$ cat config.mk
export PLATFORM = sky130hd
export DESIGN_NAME = hazard_fwd_unit
export DESIGN_NICKNAME = d
export VERILOG_FILES = /design/src/rtl/hazard_pkg.sv /design/src/rtl/fwd_src_select.sv /design/src/rtl/hazard_fwd_unit.sv
export SDC_FILE = /design/constraint.sdc
export NUM_CORES = 1
export LEC_CHECK = 0
export BUFFER_PORTS_ARGS = -buffer_cell sky130_fd_sc_hd__buf_2
export CORE_MARGIN = 2
export CORE_UTILIZATION = 40
export DETAILED_ROUTE_END_ITERATION = 16
export HOLD_SLACK_MARGIN = 0.1
export PLACE_DENSITY = 0.67
export SYNTH_ARGS = -nofsm -noshare
export SYNTH_HDL_FRONTEND = slang
export SYNTH_SLANG_ARGS = --single-unit
$ cat constraint.sdc
create_clock -name clk -period 1.37 [get_ports clk]
set_input_delay 0.2055 -clock clk [delete_from_list [all_inputs] [get_ports clk]]
set_output_delay 0.2055 -clock clk [all_outputs]
set_load 0.01 [all_outputs]
$ cat src/rtl/hazard_pkg.sv
// rtl/hazard_pkg.sv - shared types and constants for the forwarding/interlock unit
package hazard_pkg;

    localparam int SEL_REGFILE = 0;
    localparam int STG_EXE     = 1;
    localparam int STG_MEM     = 2;
    localparam int STG_WB      = 3;

    // Widest register address the tag pipeline can carry; narrower addresses are zero-extended.
    localparam int REG_AW_MAX  = 8;

    typedef struct packed {
        logic                  v;
        logic [REG_AW_MAX-1:0] dest;
        logic                  ld;
    } dest_tag_t;

    function automatic int clog2(input int value);
        int r;
        r = 0;
        for (int i = 0; i < 31; i++) begin
            if ((1 << i) < value) begin
                r = i + 1;
            end
        end
        return r;
    endfunction

endpackage

$ cat src/rtl/fwd_src_select.sv
// rtl/fwd_src_select.sv - per-source stage match and youngest-producer select (honours R0_ZERO_EN)
module fwd_src_select
    import hazard_pkg::*;
#(
    parameter int REG_AW = 3,
    parameter int DEPTH  = 3,
    parameter int SELW   = 2
) (
    input  logic [REG_AW-1:0]     src_addr,
    input  logic                  src_used,
    input  dest_tag_t [DEPTH-1:0] tags,
    output logic [SELW-1:0]       sel,
    output logic                  ld_match
);

    localparam logic [DEPTH-1:0] EXE_MASK = DEPTH'(1) << (STG_EXE - 1);

    logic [REG_AW_MAX-1:0] src_ext;
    logic                  src_ok;
    logic [DEPTH-1:0]      hit;
    logic [DEPTH-1:0]      ld_vec;

    assign src_ext = REG_AW_MAX'(src_addr);

`ifdef R0_ZERO_EN
    assign src_ok = src_used & (src_addr != '0);
`else
    assign src_ok = src_used;
`endif

    always_comb begin
        hit    = '0;
        ld_vec = '0;
        for (int k = 0; k < DEPTH; k++) begin
            hit[k]    = src_ok & tags[k].v & (tags[k].dest == src_ext);
            ld_vec[k] = tags[k].ld;
        end
    end

    // Scan oldest to youngest so the lowest matching stage is written last and wins.
    always_comb begin
        sel = SELW'(SEL_REGFILE);
        for (int k = DEPTH - 1; k >= 0; k--) begin
            if (hit[k]) begin
                sel = SELW'(k + 1);
            end
        end
    end

    assign ld_match = |(hit & ld_vec & EXE_MASK);

endmodule

$ cat src/rtl/hazard_fwd_unit.sv
// rtl/hazard_fwd_unit.sv - destination-tag pipeline, forwarding selects and load-use stall (option: R0_ZERO_EN)
module hazard_fwd_unit
    import hazard_pkg::*;
#(
    parameter int REG_AW = 3,
    parameter int NSRC   = 2,
    parameter int DEPTH  = 3,
    parameter int SELW   = clog2(DEPTH + 1)
) (
    input  logic                   clk,
    input  logic                   reset,
    input  logic                   id_valid,
    input  logic [NSRC*REG_AW-1:0] id_src_addr,
    input  logic [NSRC-1:0]        id_src_used,
    input  logic [REG_AW-1:0]      id_dest_addr,
    input  logic                   id_dest_we,
    input  logic                   id_is_load,
    input  logic                   hold,
    input  logic                   flush,
    output logic [NSRC*SELW-1:0]   fwd_sel,
    output logic                   stall
);

    dest_tag_t [DEPTH-1:0] stage_q;
    logic [NSRC*SELW-1:0]  sel_flat;
    logic [NSRC-1:0]       ld_match;
    logic                  stall_int;
    logic                  dest_ok;
    logic                  iss_v;

    for (genvar i = 0; i < NSRC; i++) begin : g_src
        fwd_src_select #(
            .REG_AW (REG_AW),
            .DEPTH  (DEPTH),
            .SELW   (SELW)
        ) u_sel (
            .src_addr (id_src_addr[i*REG_AW +: REG_AW]),
            .src_used (id_src_used[i]),
            .tags     (stage_q),
            .sel      (sel_flat[i*SELW +: SELW]),
            .ld_match (ld_match[i])
        );
    end

`ifdef R0_ZERO_EN
    assign dest_ok = (id_dest_addr != '0);
`else
    assign dest_ok = 1'b1;
`endif

    assign stall_int = id_valid & ~flush & (|ld_match);
    // A stalled or flushed instruction issues a bubble so it is never seen as a producer.
    assign iss_v     = id_valid & id_dest_we & dest_ok & ~stall_int & ~flush;

    assign fwd_sel = reset ? '0 : sel_flat;
    assign stall   = reset ? 1'b0 : stall_int;

    always_ff @(posedge clk) begin
        if (reset) begin
            stage_q <= '0;
        end else if (!hold) begin
            stage_q[0].v    <= iss_v;
            stage_q[0].dest <= REG_AW_MAX'(id_dest_addr);
            stage_q[0].ld   <= id_is_load;
            for (int k = 1; k < DEPTH; k++) begin
                stage_q[k] <= stage_q[k-1];
            end
        end
    end

endmodule

Yosys cells after proc, flatten, opt, wreduce, memory -nomap -nowiden
Index checks and enable logic that the tools add are counted.

word-level totals
  output and inout port bits = 5
  input bits = 18
  register bits = 13

operators by class
  bitwise logic cells = 21
  equality and inequality tests = 6
  reduce and logical (&&, ||, !) cells = 1
  mux-type cells = 8

operators with widths
  kind             number
  $and 1x1->1      19
  $eq 3x3->1       6
  $mux 2           6
  $mux 4           1
  $not 1->1        2
  $reduce_or 2->1  1
  $mux 1           1

Depth between registers and ports, before layout
  word-level depth = 8
  mapped depth = 5

By module
Synthesis repeated with hierarchy kept, for this count alone.

unflattened totals
  cells, all modules = 108
  area, all modules = 933.4 sq um

modules (own cells, without submodules)
  module           cells each  area each (sq um)  instances
  hazard_fwd_unit  58          593.1              1
  fwd_src_select   25          170.2              2

Worst setup path after synthesis
OpenSTA, ideal clock, no wires.

  path kind = register to output
  start point = register stage_q[13] (netlist bit)
  end point = output port fwd_sel[1]
  setup slack = -0.195 ns
  stages on the path, launching flop included = 5
  data required time = 1.165 ns
  arrival = 1.359 ns
  path through = dfxtp_1 > xor2_1 > or4_4 > nor2b_4 > nor3_2

on the way
  longest elaborated chain between the ends = 5

RTL lines
  element                            line                   text
  from (decl)                        hazard_fwd_unit.sv:24  dest_tag_t [DEPTH-1:0] stage_q;
  from (signal, indexed assignment)  hazard_fwd_unit.sv:66  stage_q[k] <= stage_q[k-1];
  $eq 3x3->1                         fwd_src_select.sv:35   hit[k] = src_ok & tags[k].v & (tags[k].dest == src_ext);
  $and 1x1->1                        fwd_src_select.sv:35
  $mux 2 (2 in a row)                fwd_src_select.sv:44   if (hit[k]) begin
  $mux 4                             hazard_fwd_unit.sv:55  assign fwd_sel = reset ? '0 : sel_flat;
  to (decl)                          hazard_fwd_unit.sv:20  output logic [NSRC*SELW-1:0] fwd_sel,

Every way passes these cells.

Worst setup path after layout
  start point = register stage_q[13] (netlist bit)
  end point = output port fwd_sel[3]

The elaborated chain is that of the path after synthesis.

==> reports/metrics.json <==
{
  "run_status": {
    "run_status": "complete, but fails checks",
    "violations": "negative setup slack"
  },
  "final_layout": {
    "syn_to_final_growth_pct": 36.2,
    "multiInputGateArea_um2": 549,
    "max_reg_flops": 13,
    "number_of_diodes_added_for_antenna_fixing": 0,
    "postLayoutCellArea_mm2": 0.00109,
    "finish.utilization_pct": 56.8,
    "share_of_cells_above_drive_strength_1_pct": 48.4,
    "filler_cell_count": 184,
    "layout_top_registers": "stage_q: 13 flops",
    "finish.net_count": 141,
    "seqCellArea_um2": 267,
    "registers.top_by_ff_count": "stage_q"
  },
  "synthesis": {
    "synthCells": 86,
    "synth_enable_flop_cells": 0,
    "synth-seq-cells": 13,
    "async_reset_ff_share_pct": 0,
    "syn_nets": 104,
    "yosys_most_used_dff": "sky130_fd_sc_hd__dfxtp_1",
    "synth_top_cell_by_area": "sky130_fd_sc_hd__dfxtp_1",
    "syn_avg_cell_area_um2": 9.33,
    "post_synth_main_area_contributors": "sky130_fd_sc_hd__dfxtp_1, sky130_fd_sc_hd__xor2_1, sky130_fd_sc_hd__mux2i_1, sky130_fd_sc_hd__nor2_1, sky130_fd_sc_hd__nor4_2",
    "ys_types": 21,
    "sequential_cell_area_fraction_in_the_yosys_report_pct": 32.4,
    "synth.top_cell.area_share_pct": 32.4,
    "netlist_area_um2": 802,
    "synth_warnings": 0
  },
  "clocking": {
    "tritoncts.num_buffers": 3,
    "ctsLongestPathBuffers": 2,
    "cts_tree": "yes",
    "root_buffer": "sky130_fd_sc_hd__clkbuf_4",
    "cts-htree-levels": 1,
    "clkSinkCount": 13,
    "number_of_hold_repair_buffers_added_at_the_cts_stage": 0,
    "worstSkewPairLatency_ns": 0.29,
    "clock_slew_at_the_register_clock_pins_of_the_worst_setup_and_hold_paths_ns": 0.09
  },
  "flow_run": {
    "drv_cap": 0
  },
  "grt": {
    "first_global_vias": 707,
    "grt_first_pass_wirelength_um": 2900,
    "antenna_violations_before_repair": 0,
    "grt_util_all_layers_pct": 15.6,
    "grt_max_degree": 19,
    "gr_overflow_total": 0
  },
  "die": {
    "rows": 16,
    "initial_core_util_pct": 41.7,
    "design.portCount": 23,
    "floorplan.die.height_um": 48.8,
    "design.core.area_mm2": 0.00192,
    "die_area_mm2": 0.00238,
    "dieWidth_um": 48.8
  },
  "worst_setup_path": {
    "r2r_setup_slack_ns": 0.11,
    "worstPathArrival_ns": 1.71,
    "timing.critical_path.to": "fwd_sel[3]",
    "cp-end-kind": "primary output",
    "worstReg2RegEnd": "stage_q[9]",
    "max_stage_delay_on_crit_path_ns": 0.52,
    "critPathMaxFanout": 3,
    "worstSetupPathDepth": 5,
    "critical_path_type": "flop to primary output",
    "worst_path_max_delay_cell": "sky130_fd_sc_hd__or4_4",
    "crit_path_start": "stage_q[13]",
    "cell_chain_critical_path": "xor2_1, or4_4, nor2b_1, nor3_2, buf_2",
    "crit_path_start_kind": "flop",
    "r2r_cells": 4,
    "buf_inv_stages_crit_path": 1,
    "worstPathRequired_ns": 1.16,
    "crit-reg2reg-launch": "stage_q[2]",
    "worst_path_dominant_cell_family": "simple AND/OR/NAND/NOR gates"
  },
  "timing": {
    "timing.final.hold_violations": 0,
    "post-route-period-util_pct": 140,
    "timing.final.setup_violations": 5,
    "max-slew-margin-rel_pct": 74.8,
    "rsz_0062_raised_after_global_routing": "true",
    "timing.final.crit_period_ns": 1.92,
    "max_freq_ghz": 0.521,
    "holdWs_ns": 0.139,
    "postLayoutSetupSlackWorst_ns": -0.548,
    "slew_at_the_pin_with_the_worst_max_slew_slack_ns": 0.377,
    "skew_ns": 0.0104,
    "report.final.slew_viol_count": 0,
    "timing.setup.tns_ns": -2.50
  },
  "detailed_routing": {
    "detail_route.wirelength_um": 1670,
    "detail_route.drc_violations": 0,
    "drtAntennaViolNets": 0,
    "wl_per_cell_um": 11.2,
    "first_iter_violations": 1,
    "drt-pass1-iter-count": 2,
    "via_count": 704,
    "routed_via_density": 4.72
  },
  "placed_design": {
    "pre_cts_slack_ns": -0.280,
    "placed_area_mm2": 0.00105,
    "buffer_ports.inserted": 22,
    "gp_congestion": 0.774,
    "place_hpwl_um": 1310
  },
  "pwr": {
    "power.static_leakage_nw": 0.541,
    "power.ir.vdd_worst_mv": 0.438,
    "powerDensity_mw_per_mm2": 732
  },
  "min_path": {
    "holdCritPathClass": "input port to flop",
    "beginning_of_the_worst_hold_path": "id_dest_addr[1]"
  }
}
==> logic make-up after synthesis <==
kind of cell,synth area share (%)
and+or+nand+nor,28.1
xor gates and xnor gates,19.7
DFF,32.4
muxes,15.0
AOI/OAI and AO/OA,2.81
buffers and inverters,2.03
==> how the worst min path moves through the flow <==
| stage | endpoint | slack, ns | cells past startpoint |
|---|---|---|---|
| floorplan | stage_q[2] | 0.35 | 2 |
| global route | stage_q[2] | 0.13 | 3 |
| CTS | stage_q[2] | 0.13 | 3 |
| global placement | stage_q[1] | 0.43 | 3 |
| detailed placement | stage_q[2] | 0.44 | 3 |
| finish | stage_q[2] | 0.14 | 3 |
==> synthesized netlist by cell type, types with 2 or more instances <==
| library cell | instances |
|---|---|
| sky130_fd_sc_hd__nor3_2 | 2 |
| sky130_fd_sc_hd__nor4_2 | 2 |
| sky130_fd_sc_hd__a21oi_1 | 2 |
| sky130_fd_sc_hd__dfxtp_1 | 13 |
| sky130_fd_sc_hd__mux2i_1 | 12 |
| sky130_fd_sc_hd__clkbuf_1 | 3 |
| sky130_fd_sc_hd__nand2_1 | 6 |
| sky130_fd_sc_hd__xor2_1 | 18 |
| sky130_fd_sc_hd__nor2_1 | 16 |
==> per-stage QoR <==
stage	instances	total power (W)
3_3_place_gp	145	0.000557
2_1_floorplan	86	0.000488
6_report	149	0.000799
3_5_place_dp	145	0.000560
5_1_grt	149	0.000848
4_1_cts	150	0.000814
==> layer usage <==
layer	vias to the layer above	global-route usage (%)	share of wire, %
li1	365	-	-
met1	323	18.4	45
met2	14	27.4	49
met3	2	5.52	4.9
met4	0	2.86	0.54
met5	-	0	0
==> power breakdown <==
| part | switching (W) | internal, W | total [W] |
|---|---|---|---|
| logic | 0.0000717 | 0.0000755 | 0.000147 |
| clock network | 0.000138 | 0.000109 | 0.000247 |
| registers | 0.0000135 | 0.000392 | 0.000405 |
==> worst min-delay path, stage by stage <==
cell                      delay, ns
sky130_fd_sc_hd__buf_2         0.07
sky130_fd_sc_hd__mux2i_1       0.05
sky130_fd_sc_hd__nor2_1        0.07
==> cells in the final DEF (no fill, tap or decap), types with 3 or more instances in the layout <==
cell type,instances
sky130_fd_sc_hd__buf_2,22
sky130_fd_sc_hd__xor2_1,18
sky130_fd_sc_hd__nor2_1,15
sky130_fd_sc_hd__buf_4,14
sky130_fd_sc_hd__mux2i_1,12
sky130_fd_sc_hd__dfxtp_1,8
sky130_fd_sc_hd__nand2_1,6
sky130_fd_sc_hd__dfxtp_2,5
sky130_fd_sc_hd__nor4_2,3
sky130_fd_sc_hd__clkbuf_4,3
==> final cells by class <==
cell class                 count  area share [%]
multi-input combinational     69            50.3
sequential                    13            24.4
timing repair buffer          36            19.7
tap                           27            3.09
clock buffer                   3            2.06
clock inverter                 1           0.458
==> what timing repair did <==
item,4_1_cts,5_1_grt
setup buffers,1,0
endpoints found under the setup margin,5,5
pin swaps,5,3
gates resized for setup,0,5
(Power assumes the default switching activity.)
